$ cat src/rtl/ram_fifo_pkg.sv
// Shared types for the RAM FIFO stream reader: output-buffer occupancy states
// and the packet beat counter width.
package ram_fifo_pkg;

  typedef enum logic [1:0] {RD_EMPTY, RD_ONE, RD_TWO} rd_state_t;

  // Beat counter must be at least one bit wide, even for single-beat packets.
  function automatic int beat_cnt_w(input int pkt_len);
    return (pkt_len > 2) ? $clog2(pkt_len) : 1;
  endfunction

endpackage

$ cat src/rtl/ram_fifo_stream_reader_if.sv
// FIFO dequeue signals plus the framed valid/ready stream of the stream reader.
// master = the reader block, slave = the FIFO/sink side.
interface ram_fifo_stream_reader_if #(
  parameter int DATA_W = 8
);
  logic              i_fifo_empty;
  logic [DATA_W-1:0] i_fifo_rddata;
  logic              o_fifo_rden;
  logic              o_tvalid;
  logic [DATA_W-1:0] o_tdata;
  logic              o_tlast;
  logic              i_tready;
  logic              o_pkt_done;

  modport master (
    input  i_fifo_empty, i_fifo_rddata, i_tready,
    output o_fifo_rden, o_tvalid, o_tdata, o_tlast, o_pkt_done
  );

  modport slave (
    output i_fifo_empty, i_fifo_rddata, i_tready,
    input  o_fifo_rden, o_tvalid, o_tdata, o_tlast, o_pkt_done
  );
endinterface

$ cat src/rtl/ram_fifo_stream_reader.sv
// Drains the RAM FIFO into a framed valid/ready stream through a 2-entry buffer, 1 word/cycle;
// tvalid one cycle after FIFO goes non-empty; rden never depends on tready (pops stop at 2 buffered).
module ram_fifo_stream_reader
  import ram_fifo_pkg::*;
#(
  parameter int DATA_W  = 8,
  parameter int PKT_LEN = 4
) (
  input  logic                    clk,
  input  logic                    rstn,
  input  logic                    i_en,
  ram_fifo_stream_reader_if.master bus
);

  localparam int               CNT_W     = beat_cnt_w(PKT_LEN);
  localparam logic [CNT_W-1:0] LAST_BEAT = CNT_W'(PKT_LEN - 1);

  rd_state_t         state_q, state_d;
  logic [DATA_W-1:0] out_q, out_d;
  logic [DATA_W-1:0] skid_q, skid_d;
  logic [CNT_W-1:0]  beat_cnt_q, beat_cnt_d;
  logic              pkt_done_q, pkt_done_d;

  logic pop;
  logic accept;
  logic tvalid;
  logic tlast;

  // Pop decision uses only registered occupancy, so the sink's ready never reaches rden.
  assign pop    = i_en & ~bus.i_fifo_empty & (state_q != RD_TWO);
  assign tvalid = (state_q != RD_EMPTY);
  assign tlast  = tvalid & (beat_cnt_q == LAST_BEAT);
  assign accept = tvalid & bus.i_tready;

  always_comb begin
    state_d = state_q;
    out_d   = out_q;
    skid_d  = skid_q;
    case (state_q)
      RD_EMPTY: begin
        if (pop) begin
          out_d   = bus.i_fifo_rddata;
          state_d = RD_ONE;
        end
      end
      RD_ONE: begin
        if (accept && pop) begin
          out_d = bus.i_fifo_rddata;
        end else if (accept) begin
          state_d = RD_EMPTY;
        end else if (pop) begin
          skid_d  = bus.i_fifo_rddata;
          state_d = RD_TWO;
        end
      end
      RD_TWO: begin
        if (accept) begin
          out_d   = skid_q;
          state_d = RD_ONE;
        end
      end
      default: state_d = RD_EMPTY;
    endcase
  end

  always_comb begin
    beat_cnt_d = beat_cnt_q;
    if (accept) begin
      beat_cnt_d = (beat_cnt_q == LAST_BEAT) ? '0 : beat_cnt_q + 1'b1;
    end
  end

  assign pkt_done_d = accept & tlast;

  always_ff @(posedge clk) begin
    if (!rstn) begin
      state_q    <= RD_EMPTY;
      out_q      <= '0;
      skid_q     <= '0;
      beat_cnt_q <= '0;
      pkt_done_q <= 1'b0;
    end else begin
      state_q    <= state_d;
      out_q      <= out_d;
      skid_q     <= skid_d;
      beat_cnt_q <= beat_cnt_d;
      pkt_done_q <= pkt_done_d;
    end
  end

  assign bus.o_fifo_rden = pop;
  assign bus.o_tvalid    = tvalid;
  assign bus.o_tdata     = out_q;
  assign bus.o_tlast     = tlast;
  assign bus.o_pkt_done  = pkt_done_q;

endmodule

$ cat src/flat_wrapper.sv
// flat-port wrapper written by rule: the top's interface ports become plain ports
module ram_fifo_stream_reader_flat import ram_fifo_pkg::*;
#(
  parameter int DATA_W  = 8,
  parameter int PKT_LEN = 4
)
  (clk, rstn, i_en, bus_i_fifo_empty, bus_i_fifo_rddata, bus_i_tready, bus_o_fifo_rden, bus_o_tvalid, bus_o_tdata, bus_o_tlast, bus_o_pkt_done);
  ram_fifo_stream_reader_if #(.DATA_W(DATA_W)) bus_i ();
  input  logic clk;
  input  logic rstn;
  input  logic i_en;
  input wire logic [$bits(bus_i.i_fifo_empty)-1:0] bus_i_fifo_empty;
  input wire logic [$bits(bus_i.i_fifo_rddata)-1:0] bus_i_fifo_rddata;
  input wire logic [$bits(bus_i.i_tready)-1:0] bus_i_tready;
  output wire logic [$bits(bus_i.o_fifo_rden)-1:0] bus_o_fifo_rden;
  output wire logic [$bits(bus_i.o_tvalid)-1:0] bus_o_tvalid;
  output wire logic [$bits(bus_i.o_tdata)-1:0] bus_o_tdata;
  output wire logic [$bits(bus_i.o_tlast)-1:0] bus_o_tlast;
  output wire logic [$bits(bus_i.o_pkt_done)-1:0] bus_o_pkt_done;
  assign bus_i.i_fifo_empty = bus_i_fifo_empty;
  assign bus_i.i_fifo_rddata = bus_i_fifo_rddata;
  assign bus_i.i_tready = bus_i_tready;
  assign bus_o_fifo_rden = bus_i.o_fifo_rden;
  assign bus_o_tvalid = bus_i.o_tvalid;
  assign bus_o_tdata = bus_i.o_tdata;
  assign bus_o_tlast = bus_i.o_tlast;
  assign bus_o_pkt_done = bus_i.o_pkt_done;
  ram_fifo_stream_reader #(.DATA_W(DATA_W), .PKT_LEN(PKT_LEN)) u_core (.clk(clk), .rstn(rstn), .i_en(i_en), .bus(bus_i));
endmodule
$ cat config.mk
export PLATFORM = sky130hd
export DESIGN_NAME = ram_fifo_stream_reader_flat
export DESIGN_NICKNAME = d
export VERILOG_FILES = /design/src/rtl/ram_fifo_pkg.sv /design/src/rtl/ram_fifo_stream_reader_if.sv /design/src/rtl/ram_fifo_stream_reader.sv /design/src/flat_wrapper.sv
export SDC_FILE = /design/constraint.sdc
export NUM_CORES = 1
export LEC_CHECK = 0
export BUFFER_PORTS_ARGS = -buffer_cell sky130_fd_sc_hd__buf_4
export CORE_ASPECT_RATIO = 0.8
export CORE_MARGIN = 1.5
export CORE_UTILIZATION = 50
export CTS_CLUSTER_DIAMETER = 30
export CTS_CLUSTER_SIZE = 20
export DETAILED_ROUTE_END_ITERATION = 8
export GPL_ROUTABILITY_DRIVEN = 0
export HOLD_SLACK_MARGIN = 0.1
export PLACE_DENSITY_LB_ADDON = 0.08
export SYNTH_ARGS = -nofsm -noshare
export SYNTH_HDL_FRONTEND = slang
export SYNTH_SLANG_ARGS = --single-unit
$ cat constraint.sdc
create_clock -name clk -period 1.65 [get_ports clk]
set_input_delay 0.4125 -clock clk [delete_from_list [all_inputs] [get_ports clk]]
set_output_delay 0.4125 -clock clk [all_outputs]
set_load 0.02 [all_outputs]
==> Yosys cells after proc, flatten, opt, wreduce, memory -nomap -nowiden <==
Index checks and enable logic that the tools add are counted.
{ "word_totals": {"reg_bits": 21, "input_bits": 13} }
{ "op_classes": {"add_sub_neg": 1, "n_eq_ne": 9, "n_mux": 11, "bitwise": 8, "n_reduce_logical": 7} }
{ "op_table": {"columns": ["op", "n"], "rows": [
  ["$mux W8", 3],
  ["$pmux W8 S3", 1],
  ["$mux W2", 6],
  ["$reduce_and A4 Y1", 3],
  ["$ne A2 B1 Y1 const B", 3],
  ["$pmux W2 S3", 1],
  ["$and A1 B1 Y1", 5],
  ["$eq A2 B2 Y1 const B", 2],
  ["$ne A2 B2 Y1 const B", 2],
  ["$ne A3 B1 Y1 const B", 1],
  ["$not A1 Y1", 3],
  ["$reduce_bool A3 Y1", 1],
  ["$add A2 B1 Y2 const B", 1],
  ["$eq A2 B1 Y1 const B", 1],
  ["$logic_not A2 Y1", 1],
  ["$reduce_bool A2 Y1", 1],
  ["$logic_and A1 B1 Y1", 1]
]} }

==> Logic depth before layout (Yosys ltp) <==
Gate-level depths: netlist (run 1).
{ "logic_depth": {"word_depth": 7, "depth_mapped": 6} }

==> Worst setup path before layout (run 1) <==
OpenSTA, ideal clock, no wires.
{ "synth_path": {"kind": "reg2out", "from": "reg u_core.state_q[1]", "to": "out bus_o_tlast", "arrival_time_ps": 1053, "required_time_ps": 1237, "setup_slack_ps": 185, "path_stages_with_launch": 4, "n_path_buf": 1, "cell_sequence": "dfxtp_1 -> buf_2 -> or2_2 -> and2_1"} }
{ "synth_via": {"elab_chain_len": 2} }
{ "synth_lines": {"columns": ["element", "line_no", "text"], "rows": [
  ["start: declaration", "ram_fifo_stream_reader.sv:18", "rd_state_t state_q, state_d;"],
  ["start signal: assignment", "ram_fifo_stream_reader.sv:83", "state_q <= state_d;"],
  ["$reduce_bool A2 Y1", "ram_fifo_stream_reader.sv:31", "assign tvalid = (state_q != RD_EMPTY);"],
  ["net bus_o_tvalid", "flat_wrapper.sv:16", "output wire logic [$bits(bus_i.o_tvalid)-1:0] bus_o_tvalid;"],
  ["$and A1 B1 Y1", "ram_fifo_stream_reader.sv:32", "assign tlast = tvalid & (beat_cnt_q == LAST_BEAT);"],
  ["end: declaration", "flat_wrapper.sv:18", "output wire logic [$bits(bus_i.o_tlast)-1:0] bus_o_tlast;"]
]} }
The timed path passes the listed nets, and every way through them passes these cells.

==> Final worst setup path (run 1) <==
{ "layout_path": {"from": "reg u_core.state_q[1]", "to": "out bus_o_tlast"} }
{ "layout_via": {"elab_chain_len": 2} }
{ "layout_lines": {"columns": ["element", "line_no"], "rows": [
  ["$reduce_bool A2 Y1", "ram_fifo_stream_reader.sv:31"],
  ["$and A1 B1 Y1", "ram_fifo_stream_reader.sv:32"]
]} }
No other way between the ends.

==> results.md, run 1 <==
* Combinational power share at 18.3%
* Final setup fails at 0
* 1st-iter DRT viols at 14
* Seq pwr share at 56.5%
* Synthesized cell area at 962 um2
* Largest area contributor in the netlist: dfxtp_1
* Critical path's slowest cell: dfxtp_4
* CTS Buf Count at 3
* Rows at 13
* GRT Overall Usage at 19.8%
* Crit Path Category: flip-flop to output pin
* Worst-Skew Late Latency at 0.30 ns
* Slew Limit Fails at 0
* DR vias/cell at 5.28
* Detail Route Antenna Nets at 0
* Vias in the first global route at 748
* Worst EP required at 1.24 ns
* Sequential fraction of the synthesis area at 43.7%
* DIE HEIGHT at 42.2 um
* MaxCap Viol Count at 0
* Multi-input logic area at 510 um2
* Cell variety after synth at 30
* Core area at 1710 um2
* Fmax at 622 MHz
* Syn Nets at 114
* Fill count at 127
* RSZ-0062 raised after global routing: false
* Critical path buffers and inverters at 1
* WL per Instance at 13.3 um
* Via count at 802
* Most frequent cells in the layout: 30 x buf_4, 19 x dfxtp_1, 10 x mux2i_1, 10 x a21oi_1
* First-pass GRT wire length at 3300 um
* Final wirelength at 2020 um
* Run status: finished, final reports clean
* Register area at 425 um2
* Worst slew margin relative to its limit at 72.3%
* Startpoint Class: flip-flop
* Int Pwr at 704 uW
* Share of layout cells above drive strength 1 at 35.4%
* Final Skew at 0.00469 ns
* DR DRC count at 0
* Critical path endpoint category: output pin
* Switch share at 26.5%
* Synth top area share at 43.7%
* Die W at 52.0 um
* CP Cell Sequence: or2_4 -> and2_4 -> buf_6
* Commonest non-fill, non-tap cell in the layout: buf_4
* Pre-antenna DRT Iters at 2
* Number of synthesized register bits at 21
* HP Class: primary input to flip-flop
* EDFF count, synth at 0
* Final period util at 97.5%
* Cell family with most CP delay: simple AND/OR/NAND/NOR gates
* H-tree depth at 1
* Crit Reg-Reg Startpoint: u_core.state_q[1]
* Grt total ovfl at 0
* Most used flip-flop cell after synthesis: dfxtp_1
* Clock sinks at 21
* Post-synth ARST share at 0%
* Final hold slack at 0.371 ns
* Clock slew at reported path FFs at 0.11 ns
* Post-synthesis cell count at 100
* Initial antenna violation count at 0
* CP peak stage delay at 0.37 ns
* Final Hold Fails at 0
* Ys Warns at 0
* Clock Path Buffers at 2
* Synth area leaders: dfxtp_1 44%, mux2i_1 10%, a21oi_1 5.2%, a21boi_0 4.7%, nand3_1 4.2%
* Hold path start: bus_i_fifo_rddata[7]
* IO Count at 25
* Layout net count at 145
* Syn-to-layout area delta at 29.1%
* Buffers on Ports at 24
* Post-layout min period at 1.61 ns
* CP Max Fanout at 2
* Fin Setup TNS at 0 ns
* Peak supply drop at 0.680 mV
* PD cells at 770 nW/um2
* Mean Syn Cell Area at 9.62 um2
* DP Wirelength at 1390 um
* Initial Util at 56.3%
* Clk pwr share at 25.1%
* N_diodes at 0
* Net Switching at 253 uW
* Leakage power at 0.000583 uW
* CTS tree: built
* Root Buffer: clkbuf_4
* Critical Path AT at 1.20 ns
* Worst slew pin tran at 0.412 ns
* Crit path from: u_core.state_q[1]
* Largest net degree at the start of global routing at 22
* Die area at 2200 um2
-- cell type report --
cell class	instances	share of cell area (%)
repair buffers	32	20.2
clock inverters	1	0.403
flip-flops and latches	21	34.2
well taps	22	2.22
clock buffers	3	1.81
multi-input cells	73	41.1
-- tightest hold or removal path, delay by kind of cell --
family	cells	cell delay, ns
simple gates	1	0.06
compound gates	1	0.05
buf+inv	1	0.11
-- per-stage QoR --
step | utilization [%] | cell area (um2) | instances | setup WS (ns) | power (uW)
after floorplan | - | 962 | 100 | 0.185 | 650
after global placement | 68.1 | 1160 | 144 | 0.194 | 720
after detailed placement | 68.1 | 1160 | 144 | 0.175 | 724
after CTS | 71.0 | 1210 | 149 | 0.0249 | 964
after global routing | 72.7 | 1240 | 152 | 0.00196 | 998
final | 72.7 | 1240 | 152 | 0.0412 | 957
-- power groups by stage --
stage / clock network, uW / registers [uW] / logic (uW)
2_1_floorplan: 0 / 570 / 79.8
3_3_place_gp: 0 / 553 / 166
3_5_place_dp: 0 / 554 / 170
4_1_cts: 248 / 541 / 174
5_1_grt: 265 / 545 / 188
6_report: 240 / 541 / 175
-- sequential cells by signal, indices dropped and copies added, names as in the netlist --
register,count
u_core.bus.o_tdata,8
u_core.bus.o_pkt_done,1
u_core.beat_cnt_q,2
u_core.skid_q,8
u_core.state_q,2
-- logic make-up after synthesis --
kind of cell               synth area share, %
adders and majority gates                 1.30
muxes                                     10.4
buffers and inverters                     3.77
DFF                                       43.7
AOI/OAI and AO/OA                         19.9
and+or+nand+nor                           20.9
-- path summary, 6_finish.rpt --
kind                                    endpoint  slack [ns]  cells after the start
worst max-delay path                 bus_o_tlast        0.04                      3
worst min-delay path            u_core.skid_q[7]        0.37                      3
worst max register to register  u_core.skid_q[6]        0.21                      6
worst min register to register  u_core.skid_q[7]        0.46                      2
-- timing repair --
item                                    in CTS  in global routing
endpoints found under the setup margin       3                  1
resized for setup                            6                  2
hold buffers                                 0                  0
buffers inserted                             1                  3
-- Yosys cell counts, drive strengths merged (2+ instances only) --
| cell | count |
|---|---|
| dfxtp | 21 |
| a21oi | 10 |
| o21ai | 10 |
| nand2b | 3 |
| mux2i | 10 |
| clkbuf | 2 |
| nand3 | 8 |
| buf | 4 |
| and2 | 2 |
| a21boi | 8 |
| nand2 | 9 |
| nor2b | 3 |
-- routing by layer --
metal / wire [um] / vias up / global-route usage, %
li1: - / 416 / -
met2: 922 / 17 / 31.1
met3: 96 / 0 / 6.79
met4: 0 / 0 / 3.16
met1: 1000 / 369 / 26.6
met5: 0 / - / 0
Note: power is estimated with default switching activity, not from simulation.
==> run 2: changes to the inputs <==
--- a/config.mk
+++ b/config.mk
@@ -5,10 +5,11 @@
 export SDC_FILE = /design/constraint.sdc
 export NUM_CORES = 1
 export LEC_CHECK = 0
+export ABC_AREA = 1
 export BUFFER_PORTS_ARGS = -buffer_cell sky130_fd_sc_hd__buf_4
 export CORE_ASPECT_RATIO = 0.8
 export CORE_MARGIN = 1.5
-export CORE_UTILIZATION = 50
+export CORE_UTILIZATION = 51
 export CTS_CLUSTER_DIAMETER = 30
 export CTS_CLUSTER_SIZE = 20
 export DETAILED_ROUTE_END_ITERATION = 8
==> results.md, run 2 <==
* Run status: finished, final reports clean
* 1st-iter DRT viols at 8
* Crit Path Category: flip-flop to output pin
* Sequential fraction of the synthesis area at 40.6%
* Die area at 2310 um2
* Int Pwr at 711 uW
* N_diodes at 0
* WL per Instance at 9.92 um
* Slew Limit Fails at 0
* CTS Buf Count at 3
* CTS tree: built
* Total power draw at 1000 uW
* Post-layout min period at 1.56 ns
* Worst EP required at 1.24 ns
* Initial Util at 54.8%
* Fill count at 173
* Clock sinks at 21
* Rows at 14
* Util after Layout at 66.3%
* Via count at 947
* Grt total ovfl at 0
* CP Cell Sequence: inv_2 -> nand2_4 -> inv_4 -> nor2_1 -> buf_4
* Peak supply drop at 0.714 mV
* Synth area leaders: dfxtp_1 41%, nand2_1 17%, nor2_1 12%, nor2_2 5.4%, inv_1 5.1%
* Final Hold Fails at 0
* Clock slew at reported path FFs at 0.11 ns
* CP peak stage delay at 0.38 ns
* Final period util at 94.5%
* Mean Syn Cell Area at 6.68 um2
* Final hold slack at 0.361 ns
* CP Max Fanout at 10
* Initial antenna violation count at 0
* Largest area contributor in the netlist: dfxtp_1
* Synth cell count leaders: 46 x nand2_1, 34 x nor2_1, 21 x dfxtp_1
* Worst slew margin relative to its limit at 79.0%
* GRT Overall Usage at 19.3%
* Critical path's slowest cell: dfxtp_2
* Buffers on Ports at 24
* Startpoint Class: flip-flop
* Worst-Skew Late Latency at 0.31 ns
* Synthesized cell area at 1040 um2
* Cell family with most CP delay: flip-flops
* RSZ-0062 raised after global routing: false
* Switch share at 28.9%
* DR DRC count at 0
* Critical Path AT at 1.15 ns
* Fmax at 642 MHz
* Seq pwr share at 54.8%
* Die W at 53.4 um
* Largest net degree at the start of global routing at 21
* Core area at 1890 um2
* Commonest non-fill, non-tap cell in the layout: nand2_1
* CTS Hold Buffers Added at 0
* Clk pwr share at 25.0%
* Cell variety after synth at 17
* Syn-to-layout area delta at 21.0%
* WHS Path Cells at 3
* Most used flip-flop cell after synthesis: dfxtp_1
* Synth top area share at 40.6%
* Fin Setup TNS at 0 ns
* Detail Route Antenna Nets at 0
* Root Buffer: clkbuf_4
* HP Class: primary input to flip-flop
* IO Count at 25
* H-tree depth at 1
* PD cells at 797 nW/um2
* Final setup fails at 0
* Worst slew pin tran at 0.314 ns
* Final Skew at 0.00256 ns
* Most common cell in the netlist: nand2_1
* Final wirelength at 2030 um
* Number of synthesized register bits at 21
* Leakage power at 0.000647 uW
* Critical path endpoint category: output pin
* Layout net count at 196
* DP Wirelength at 1470 um
* WP depth at 5
* Ys Warns at 0
* DR vias/cell at 4.62
* Most frequent cells in the layout: 46 x nand2_1, 34 x nor2_1, 25 x buf_4
* Critical path buffers and inverters at 3
* EDFF count, synth at 0
* Post-synth ARST share at 0%
* Combinational power share at 20.2%
* Net Switching at 288 uW
* Pre-antenna DRT Iters at 4
* Share of layout cells above drive strength 1 at 28.2%
* R2r worst-path depth at 8
* First-pass GRT wire length at 3210 um
* Syn Nets at 169
* MaxCap Viol Count at 0
* Vias in the first global route at 755
* Clock Path Buffers at 2
* DIE HEIGHT at 43.3 um
* Post-synthesis cell count at 155
run 2: cell count changes after synthesis, moves of 5 or more:
cell      change
nand2_1      +38
nor2_1       +34
inv_1        +14
mux2i_1      -10
nor2_2        +9
a21oi_1       -8
a21boi_0      -6
nand3_1       -5
run 2: kinds of logic (layout without fill, tap and decap cells):
kind of cell,count (synthesis),count (layout),share of synthesized area [%]
fa+ha+maj,1,1,1.21
buf+inv,21,47,9.54
compound gates,12,12,5.80
simple gates,100,100,42.9
flops,21,21,40.6
run 2: what timing repair did:
item,4_1_cts,5_1_grt
setup endpoints to repair,1,1
gates resized for setup,2,2
setup buffers,1,0
run 2: cell type report:
| type | instances | area (um2) | area share (%) |
|---|---|---|---|
| multi-input cells | 113 | 517 | 41.2 |
| flip-flops and latches | 21 | 423 | 33.7 |
| repair buffers | 25 | 188 | 15.0 |
| inverters | 18 | 70.1 | 5.59 |
| well taps | 24 | 30.0 | 2.40 |
| clock buffers | 4 | 26.3 | 2.10 |
run 2: worst paths after layout:
path	start	to	slack, ns
max	u_core.state_q[0]	bus_o_fifo_rden	0.09
max reg2reg	u_core.state_q[0]	u_core.bus.o_tdata[2]	0.42
min reg2reg	u_core.state_q[0]	u_core.state_q[0]	0.47
min	bus_i_fifo_rddata[2]	u_core.skid_q[2]	0.36
run 2: through the flow:
stage	setup WS, ns	instances	area [um2]
6_report	0.0916	205	1250
5_1_grt	0.0107	205	1250
4_1_cts	0.0179	205	1250
3_5_place_dp	0.224	200	1210
3_3_place_gp	0.240	200	1210
2_1_floorplan	0.294	155	1040
run 2: worst reg2reg max path, stage by stage (launching register included):
cell and delay, ns:
dfxtp_2 0.38, inv_2 0.06, nand2_4 0.07, buf_4 0.19, nand2_4 0.07, nand2_4 0.18, nand2_1 0.09, nand2_1 0.06
nor2_1 0.04
run 2: metal layers:
layer,vias to the layer above,routed length [um],track usage [%]
met1,401,1020,27.2
met3,0,131,7.39
met4,0,0,3.08
met2,29,883,28.4
li1,517,-,-
met5,-,0,0
run 2: power by group through the flow:
stage	registers, uW	clock network (uW)	logic, uW
3_5_place_dp	559	0	201
5_1_grt	552	273	227
6_report	548	250	202
3_3_place_gp	558	0	198
4_1_cts	548	257	203
2_1_floorplan	577	0	118
